--- src/rtl/float_pkg.sv ---
// Shared binary32 field layout, classification and integer-range constants
// for the float -> signed integer conversion path.
package float_pkg;

  localparam int FLT_EXP_W = 8;
  localparam int FLT_MAN_W = 23;
  localparam int FLT_BIAS  = 127;

  localparam logic [FLT_EXP_W-1:0] EXP_SPECIAL = 8'd255;
  // exp at which the 24-bit significand lands exactly on the integer LSB
  localparam logic [FLT_EXP_W-1:0] EXP_ALIGN   = 8'd150;
  // first exponent whose magnitude reaches 2^31
  localparam logic [FLT_EXP_W-1:0] EXP_INT_LIM = 8'd158;
  localparam logic [7:0]           RSH_FLUSH   = 8'd25;

  localparam logic [31:0] FLT_INT_MIN = 32'hCF00_0000;
  localparam logic [31:0] SAT_POS     = 32'h7FFF_FFFF;
  localparam logic [31:0] SAT_NEG     = 32'h8000_0000;

  typedef struct packed {
    logic                 sign;
    logic [FLT_EXP_W-1:0] exp;
    logic [FLT_MAN_W-1:0] frac;
  } float32_t;

  typedef enum logic [1:0] {FC_ZERO, FC_NORM, FC_INF, FC_NAN} fclass_t;

  function automatic fclass_t fp_classify(input float32_t f);
    fclass_t c;
    if (f.exp == '0) begin
      c = FC_ZERO;
    end else if (f.exp == EXP_SPECIAL) begin
      c = (f.frac != '0) ? FC_NAN : FC_INF;
    end else begin
      c = FC_NORM;
    end
    return c;
  endfunction

endpackage

--- src/rtl/float_to_sint32_conv_round.sv ---
// Round-to-nearest-even of an aligned magnitude followed by sign application.
module fp_rne_round (
  input  logic [31:0] mag,
  input  logic        guard,
  input  logic        sticky,
  input  logic        sign,
  output logic [31:0] result
);

  logic        inc;
  logic [31:0] rounded;

  // ties go to the even neighbour, so an exact half only bumps an odd LSB
  assign inc     = guard & (sticky | mag[0]);
  assign rounded = mag + {31'd0, inc};
  assign result  = sign ? (~rounded + 32'd1) : rounded;

endmodule

--- src/rtl/float_to_sint32_conv.sv ---
// Three-stage binary32 -> sint32 converter (unpack, align, round) with a
// single global stall driven by the output handshake.
module float_to_sint32_conv
  import float_pkg::*;
#(
  parameter logic [31:0] NAN_RESULT = 32'h8000_0000
) (
  input  logic        aclk,
  input  logic        aresetn,
  input  logic        s_axis_a_tvalid,
  output logic        s_axis_a_tready,
  input  logic [31:0] s_axis_a_tdata,
  output logic        m_axis_result_tvalid,
  input  logic        m_axis_result_tready,
  output logic [31:0] m_axis_result_tdata,
  output logic [1:0]  m_axis_result_tuser
);

  float32_t in_f;
  logic     advance;

  logic        v1_q, v1_d, sign1_q, sign1_d, oor1_q, oor1_d;
  logic [7:0]  exp1_q, exp1_d;
  logic [23:0] man1_q, man1_d;
  fclass_t     cls1_q, cls1_d;

  logic        v2_q, v2_d, sign2_q, sign2_d, guard2_q, guard2_d, sticky2_q, sticky2_d;
  logic        nan2_q, nan2_d, inf2_q, inf2_d, oor2_q, oor2_d;
  logic [31:0] mag2_q, mag2_d;

  logic        v3_q, v3_d;
  logic [31:0] tdata_q, tdata_d;
  logic [1:0]  tuser_q, tuser_d;

  logic [7:0]  rsh;
  logic [3:0]  lsh;
  logic [4:0]  rsh_lo;
  logic [23:0] low_mask;
  logic [31:0] rnd_result;

  assign in_f            = float32_t'(s_axis_a_tdata);
  assign advance         = ~v3_q | m_axis_result_tready;
  assign s_axis_a_tready = advance;

  always_comb begin
    v1_d    = v1_q;
    sign1_d = sign1_q;
    exp1_d  = exp1_q;
    man1_d  = man1_q;
    cls1_d  = cls1_q;
    oor1_d  = oor1_q;
    if (advance) begin
      v1_d = s_axis_a_tvalid;
      if (s_axis_a_tvalid) begin
        sign1_d = in_f.sign;
        exp1_d  = in_f.exp;
        man1_d  = {1'b1, in_f.frac};
        cls1_d  = fp_classify(in_f);
        // -2^31 is the single finite value at the limit exponent that still fits
        oor1_d  = (fp_classify(in_f) == FC_NORM) && (in_f.exp >= EXP_INT_LIM) &&
                  (s_axis_a_tdata != FLT_INT_MIN);
      end
    end
  end

  assign rsh      = EXP_ALIGN - exp1_q;
  assign lsh      = 4'(exp1_q - EXP_ALIGN);
  assign rsh_lo   = rsh[4:0];
  assign low_mask = (24'd1 << (rsh_lo - 5'd1)) - 24'd1;

  always_comb begin
    v2_d      = v2_q;
    sign2_d   = sign2_q;
    mag2_d    = mag2_q;
    guard2_d  = guard2_q;
    sticky2_d = sticky2_q;
    nan2_d    = nan2_q;
    inf2_d    = inf2_q;
    oor2_d    = oor2_q;
    if (advance) begin
      v2_d = v1_q;
      if (v1_q) begin
        sign2_d   = sign1_q;
        nan2_d    = (cls1_q == FC_NAN);
        inf2_d    = (cls1_q == FC_INF);
        oor2_d    = oor1_q;
        mag2_d    = '0;
        guard2_d  = 1'b0;
        sticky2_d = 1'b0;
        if (cls1_q == FC_NORM && !oor1_q) begin
          if (exp1_q >= EXP_ALIGN) begin
            mag2_d = {8'd0, man1_q} << lsh;
          end else if (rsh >= RSH_FLUSH) begin
            sticky2_d = 1'b1;
          end else begin
            mag2_d    = {8'd0, man1_q >> rsh_lo};
            guard2_d  = man1_q[rsh_lo - 5'd1];
            sticky2_d = |(man1_q & low_mask);
          end
        end
      end
    end
  end

  fp_rne_round u_round (
    .mag    (mag2_q),
    .guard  (guard2_q),
    .sticky (sticky2_q),
    .sign   (sign2_q),
    .result (rnd_result)
  );

  always_comb begin
    v3_d    = v3_q;
    tdata_d = tdata_q;
    tuser_d = tuser_q;
    if (advance) begin
      v3_d = v2_q;
      if (v2_q) begin
        if (nan2_q) begin
          tdata_d = NAN_RESULT;
          tuser_d = 2'b10;
        end else if (inf2_q) begin
          tdata_d = sign2_q ? SAT_NEG : SAT_POS;
          tuser_d = 2'b10;
        end else if (oor2_q) begin
          tdata_d = sign2_q ? SAT_NEG : SAT_POS;
          tuser_d = 2'b01;
        end else begin
          tdata_d = rnd_result;
          tuser_d = 2'b00;
        end
      end
    end
  end

  always_ff @(posedge aclk or negedge aresetn) begin
    if (!aresetn) begin
      v1_q      <= 1'b0;
      sign1_q   <= 1'b0;
      exp1_q    <= '0;
      man1_q    <= '0;
      cls1_q    <= FC_ZERO;
      oor1_q    <= 1'b0;
      v2_q      <= 1'b0;
      sign2_q   <= 1'b0;
      mag2_q    <= '0;
      guard2_q  <= 1'b0;
      sticky2_q <= 1'b0;
      nan2_q    <= 1'b0;
      inf2_q    <= 1'b0;
      oor2_q    <= 1'b0;
      v3_q      <= 1'b0;
      tdata_q   <= '0;
      tuser_q   <= '0;
    end else begin
      v1_q      <= v1_d;
      sign1_q   <= sign1_d;
      exp1_q    <= exp1_d;
      man1_q    <= man1_d;
      cls1_q    <= cls1_d;
      oor1_q    <= oor1_d;
      v2_q      <= v2_d;
      sign2_q   <= sign2_d;
      mag2_q    <= mag2_d;
      guard2_q  <= guard2_d;
      sticky2_q <= sticky2_d;
      nan2_q    <= nan2_d;
      inf2_q    <= inf2_d;
      oor2_q    <= oor2_d;
      v3_q      <= v3_d;
      tdata_q   <= tdata_d;
      tuser_q   <= tuser_d;
    end
  end

  assign m_axis_result_tvalid = v3_q;
  assign m_axis_result_tdata  = tdata_q;
  assign m_axis_result_tuser  = tuser_q;

endmodule
--- config.mk ---
export PLATFORM = sky130hd
export DESIGN_NAME = float_to_sint32_conv
export DESIGN_NICKNAME = d
export VERILOG_FILES = /design/src/rtl/float_pkg.sv /design/src/rtl/float_to_sint32_conv_round.sv /design/src/rtl/float_to_sint32_conv.sv
export SDC_FILE = /design/constraint.sdc
export NUM_CORES = 1
export LEC_CHECK = 0
export CORE_MARGIN = 2
export CORE_UTILIZATION = 49
export CTS_BUF_LIST = sky130_fd_sc_hd__clkbuf_4
export DETAILED_ROUTE_END_ITERATION = 7
export PLACE_DENSITY_LB_ADDON = 0.15
export SKIP_LAST_GASP = 1
export SLEW_MARGIN = 5
export SYNTH_ARGS = -nofsm -noshare
export SYNTH_HDL_FRONTEND = slang
export SYNTH_SLANG_ARGS = --single-unit
--- constraint.sdc ---
create_clock -name aclk -period 5.67 [get_ports aclk]
set_input_delay 0.8505 -clock aclk [delete_from_list [all_inputs] [get_ports aclk]]
set_output_delay 0.8505 -clock aclk [all_outputs]
set_load 0.02 [all_outputs]
# After elaboration in Yosys (flattened, before gate mapping)
# Cells that the tools add are included.
[word_totals]
reg_bits = 111
latchBits = 0
ramBits = 0
romBits = 0
input_bits = 36
out_inout_bits = 36
wordCells = 76
n_memories = 0
[classes]
n_addsub = 6
n_mul = 0
n_div = 0
order_cmp = 4
eq_ne = 6
shift = 3
mux = 24
bitwise = 6
n_reduce_logical = 10
[ops]
columns = ["op", "count"]
rows = [
  ["$mux W32", 7],
  ["$add A32 B1 Y32", 1],
  ["$add A32 B1 Y32 const B", 1],
  ["$ne A32 B32 Y1 const B", 1],
  ["$not A32 Y32", 1],
  ["$shl A24 B4 Y32", 1],
  ["$and A24 B24 Y24", 1],
  ["$mux W24", 1],
  ["$reduce_or A24 Y1", 1],
  ["$shl A1 B5 Y24 const A", 1],
  ["$shr A24 B5 Y24", 1],
  ["$sub A24 B1 Y24 const B", 1],
  ["$reduce_bool A23 Y1", 1],
  ["$ge A8 B8 Y1 const B", 2],
  ["$mux W2", 6],
  ["$mux W1", 9],
  ["$eq A8 B8 Y1 const B", 1],
  ["$ge A8 B5 Y1 const B", 1],
  ["$logic_not A8 Y1", 1],
  ["$sub A8 B8 Y8 const A", 1],
  ["$lt A5 B6 Y1 const B", 1],
  ["$reduce_and A2 Y1", 3],
  ["$bmux W1 S5", 1],
  ["$sub A5 B1 Y5 const B", 1],
  ["other kinds (8)", 13],
]

# Longest topological paths before layout
[depth]
word_depth = 9
depth_mapped = 20
mapped_depth_nobuf = 15

# By module
# Synthesis repeated with hierarchy kept, for this count alone.
[hier_totals]
hier_cells = 1219
hier_area_um2 = 9793.1
[modules_own_cells]
columns = ["mod", "n_inst", "cells_per_inst", "area_each_um2", "seq_area_each_um2"]
rows = [
  ["float_to_sint32_conv", 1, 952, 8000.2, 2777.7],
  ["fp_rne_round", 1, 267, 1793.0, 0.0],
]

# Worst setup path before layout
# Ideal clock, no wire load.
[synth_timing]
kind = "register to register"
start = "register exp1_q[1]"
end = "register sticky2_q"
setup_ns = 0.139
arrival_time_ns = 4.454
t_required_ns = 5.531
setup_slack_ns = 1.077
path_stages_with_launch = 21
path_buffers = 5
synth_period_minus_slack_ns = 4.593
cell_sequence = "dfrtp_1 clkbuf_1 clkbuf_1 clkbuf_1 inv_1 ha_1 clkbuf_1 and3b_1 a21o_1 nor2_1 clkbuf_1 nor2_1 nand3_1 ha_1 and2_1 a222oi_1 o221ai_1 a221oi_1 nand4_1 nor4_1 a32oi_1"
[synth_via]
elab_chain_cells = 9
elab_cells_between_ends = 11
classes_between = "add/sub (3); order compare (2); shift (1); mux (3); bitwise (1); reduce/logical (1)"
[synth_lines]
columns = ["element", "line_no", "text"]
rows = [
  ["start, declared", "float_to_sint32_conv.sv:23", "logic [7:0] exp1_q, exp1_d;"],
  ["start signal, assigned", "float_to_sint32_conv.sv:159", "exp1_q <= exp1_d;"],
  ["$sub A8 B8 Y8", "float_to_sint32_conv.sv:66", "assign rsh = EXP_ALIGN - exp1_q;"],
  ["$sub A5 B1 Y5", "float_to_sint32_conv.sv:69", "assign low_mask = (24'd1 << (rsh_lo - 5'd1)) - 24'd1;"],
  ["$shl A1 B5 Y24", "float_to_sint32_conv.sv:69", ""],
  ["$sub A24 B1 Y24", "float_to_sint32_conv.sv:69", ""],
  ["$and A24 B24 Y24", "float_to_sint32_conv.sv:98", "sticky2_d = |(man1_q & low_mask);"],
  ["$reduce_or A24 Y1", "float_to_sint32_conv.sv:98", ""],
  ["$mux W1", "float_to_sint32_conv.sv:93", "end else if (rsh >= RSH_FLUSH) begin"],
  ["$mux W1 *", "float_to_sint32_conv.sv:91", "if (exp1_q >= EXP_ALIGN) begin"],
  ["$mux W1 *", "float_to_sint32_conv.sv:90", "if (cls1_q == FC_NORM && !oor1_q) begin"],
  ["end signal, assigned", "float_to_sint32_conv.sv:167", "sticky2_q <= sticky2_d;"],
  ["end, declared", "float_to_sint32_conv.sv:27", "logic v2_q, v2_d, sign2_q, sign2_d, guard2_q, guard2_d, sticky2_q, sticky2_d;"],
]
# Every way passes the cells marked *; elsewhere a longest branch is shown, timed or not.
# A chain may end at the register's enable or synchronous reset.

# Worst setup path after layout
[layout_timing]
start = "register exp1_q[0]"
end = "register sticky2_q"
# Same word-level chain as after synthesis.

==> results.py <==
metrics = {
    "place": {
        "dpl.hpwl_um": 23600,
        "port_buffers": 71,
        "routabilityCongestion": 0.947,
        "dpl_worst_slack_ps": 1200,
    },
    "synthesis": {
        "avgSynthCellArea_um2": 8.00,
        "async_flop_share": 1.00,
        "ys_warn_count": 0,
        "synth_area_leaders": "dfrtp_1 (28%), nand2_1 (6.6%), mux2_2 (5.6%)",
        "synthDistinctLibCells": 83,
        "synthCells": 1259,
        "synthFlopType": "dfrtp_1",
        "yosysSeqAreaShare": 0.276,
        "ys_ff_latch": 111,
        "yosysTopAreaCell": "dfrtp_1",
        "synth_top_area_share": 0.276,
        "syn_nets": 1306,
        "synth_edf_count": 0,
        "synth_area_mm2": 0.0101,
    },
    "grt": {
        "grt_pass1_wl_um": 49700,
        "grtUsageTotal": 0.288,
        "grt_max_degree": 77,
        "grt_pass1_vias": 8947,
        "antenna_found_initial": 1,
        "overflow": 0,
    },
    "clock_tree": {
        "path_clk_slew_ps": 200,
        "insertion_delay_ps": 530,
        "cts_setup_buffers": 0,
        "clock_path_buffers": 2,
        "htreeDepth": 3,
        "cts_buffers": 9,
        "cts_resized": 0,
        "clockRootBuffer": "clkbuf_4",
        "cts_sinks": 111,
        "holdBufCountCts": 0,
        "cts_tree": "built",
    },
    "timing": {
        "final_max_slew_viol_count": 0,
        "tightest_slew_ps": 1120,
        "rsz0062_at_grt": "false",
        "report.final.hold_viol_count": 0,
        "maxSlewHeadroom": 0.243,
        "period_needed_ps": 4590,
        "totalNegativeSetupSlack_ps": 0,
        "whs_ps": 408,
        "worst_slack_ps": 1080,
        "setup_viol": 0,
        "max_freq_mhz": 218,
        "fin_crit_sh": 0.809,
        "finalClockSkew_ps": 25.5,
    },
    "routing": {
        "num_vias": 10100,
        "via_per_inst": 6.59,
        "ant_nets": 0,
        "wl_um": 31500,
        "drc": 0,
        "drtIter0Drc": 1306,
        "wl_per_cell_um": 20.6,
        "firstDrtPassIters": 5,
    },
    "worst_hold_path": {
        "hold_path_class": "in -> async",
    },
    "power_and_ir_drop": {
        "powerDensity_mw_per_mm2": 570,
        "p_leak_nw": 4.38,
        "ir_worst_vdd_mv": 0.297,
        "fin_total_pwr_mw": 6.28,
    },
    "worst_setup_path": {
        "critPathSlowestCell": "ha_1",
        "reg2reg_slack_ps": 1080,
        "critPathBufInv": 2,
        "crit_path_end_kind": "flop",
        "critPathLaunchType": "flop",
        "cp.depth": 16,
        "cp_top_family": "simple AND/OR/NAND/NOR gates",
        "crit_path_max_incr_delay_ps": 560,
        "required_ps": 6080,
        "path_cells": "inv_2 -> ha_1 -> and3b_1 -> a21o_1 -> nor2_1 -> buf_4 -> nor2_1 -> nand3_1 -> ha_1 -> and2_1 -> a222oi_1 -> o221ai_1 -> a221oi_1 -> nand4_1 -> nor4_1 -> a32oi_1",
        "rr_worst_depth": 16,
        "crit_path_max_fanout": 35,
        "critical_path_class": "reg -> reg",
        "arrival_ps": 5000,
    },
    "final_layout": {
        "nFillCells": 1906,
        "utilization": 0.546,
        "nets": 1301,
        "syn2layout_area_growth_pct": 9.33,
        "drive_gt1_frac": 0.106,
    },
    "floorplanning": {
        "die_h_um": 147,
        "die_area_mm2": 0.0217,
        "ios": 72,
        "start_util": 0.499,
        "rows": 52,
        "fp.dieW_um": 147,
        "core_mm2": 0.0202,
    },
    "flow_run": {
        "maxCapViolCount": 0,
    },
    "status": {
        "status": "complete, no violations",
    },
}
## sequential cells by signal, summed over array words and instances, names as in the netlist, 2 cells and up
name,flops
man1_q,24
mag2_q,32
m_axis_result_tdata,32
cls1_q,2
exp1_q,8
m_axis_result_tuser,2
## cells in the mapped netlist (16+ instances only)
cell,number
o31ai_1,18
a211oi_1,19
a22o_1,31
dfrtp_1,111
xnor2_1,30
nor3_1,31
a21oi_1,78
nand3_1,47
nor4_1,23
mux2i_1,44
nor2_1,78
inv_1,24
nand4_1,20
a31oi_1,16
clkbuf_1,84
mux2_2,50
xor2_1,17
o21ai_0,100
and3_1,16
nand2_1,176
## metal layers
layer	GRT usage	routed length [µm]
met1	0.435	14500
met2	0.416	13500
met3	0.0693	2950
met4	0.0692	572
met5	0	0
## through the flow
| stage | cell area [µm²] | instances |
|---|---|---|
| after global routing | 11000 | 1530 |
| after global placement | 10900 | 1513 |
| after floorplan | 10100 | 1259 |
| after detailed placement | 10900 | 1513 |
| after CTS | 11000 | 1529 |
| final | 11000 | 1530 |
## power by group
part           total [mW]  internal (mW)  switching [mW]
registers            1.40           1.03           0.370
clock network       0.430          0.105           0.325
logic                4.45           1.78            2.67
## cell families after synthesis
family / count (synthesis) / share of synthesized area
AO/OA/AOI/OAI: 380 / 0.255
XOR/XNOR: 48 / 0.0425
adder cells (fa/ha/maj): 11 / 0.0137
buffers and inverters: 137 / 0.0552
flip-flops: 111 / 0.276
multiplexers: 109 / 0.133
AND/OR/NAND/NOR: 463 / 0.225
## layout make-up
cell class                      count  area (µm²)  area share
Tap cell                          270         338      0.0307
Sequential cell                   111        2780       0.252
Timing Repair Buffer               95         888      0.0807
Inverter                           26        97.6     0.00886
Antenna cell                        1        2.50    0.000227
Multi-Input combinational cell   1011        6760       0.614
Clock inverter                      7        73.8     0.00671
Clock buffer                        9        67.6     0.00614
## placed cells by master, fill, tap and decap left out, types with 14 or more instances in the layout
cell / Yosys / final
nor2_1: 78 / 78
o22ai_1: 15 / 15
a211oi_1: 19 / 19
nand4_1: 20 / 20
o31ai_1: 18 / 17
nand2_1: 176 / 176
clkdlybuf4s50_1: 0 / 70
xnor2_1: 30 / 29
o21ai_0: 100 / 100
a31oi_1: 16 / 16
mux4_2: 15 / 15
nor4_1: 23 / 23
buf_4: 3 / 25
mux2_2: 50 / 50
mux2i_1: 44 / 44
inv_1: 24 / 24
nor3_1: 31 / 31
nand3_1: 47 / 47
nor2b_1: 14 / 14
a21oi_1: 78 / 78
a22o_1: 31 / 31
dfrtp_1: 111 / 110
and3_1: 16 / 16
xor2_1: 17 / 16
## final timing paths
kind                                                to                    from
worst max-delay path                         sticky2_q               exp1_q[0]
worst min-delay path                          guard2_q                 aresetn
worst max register to register               sticky2_q               exp1_q[0]
worst min register to register  m_axis_result_tdata[1]  m_axis_result_tdata[1]
max in group asynchronous                       nan2_q                 aresetn
min in group aclk               m_axis_result_tdata[1]  m_axis_result_tdata[1]
(Power assumes the default switching activity.)
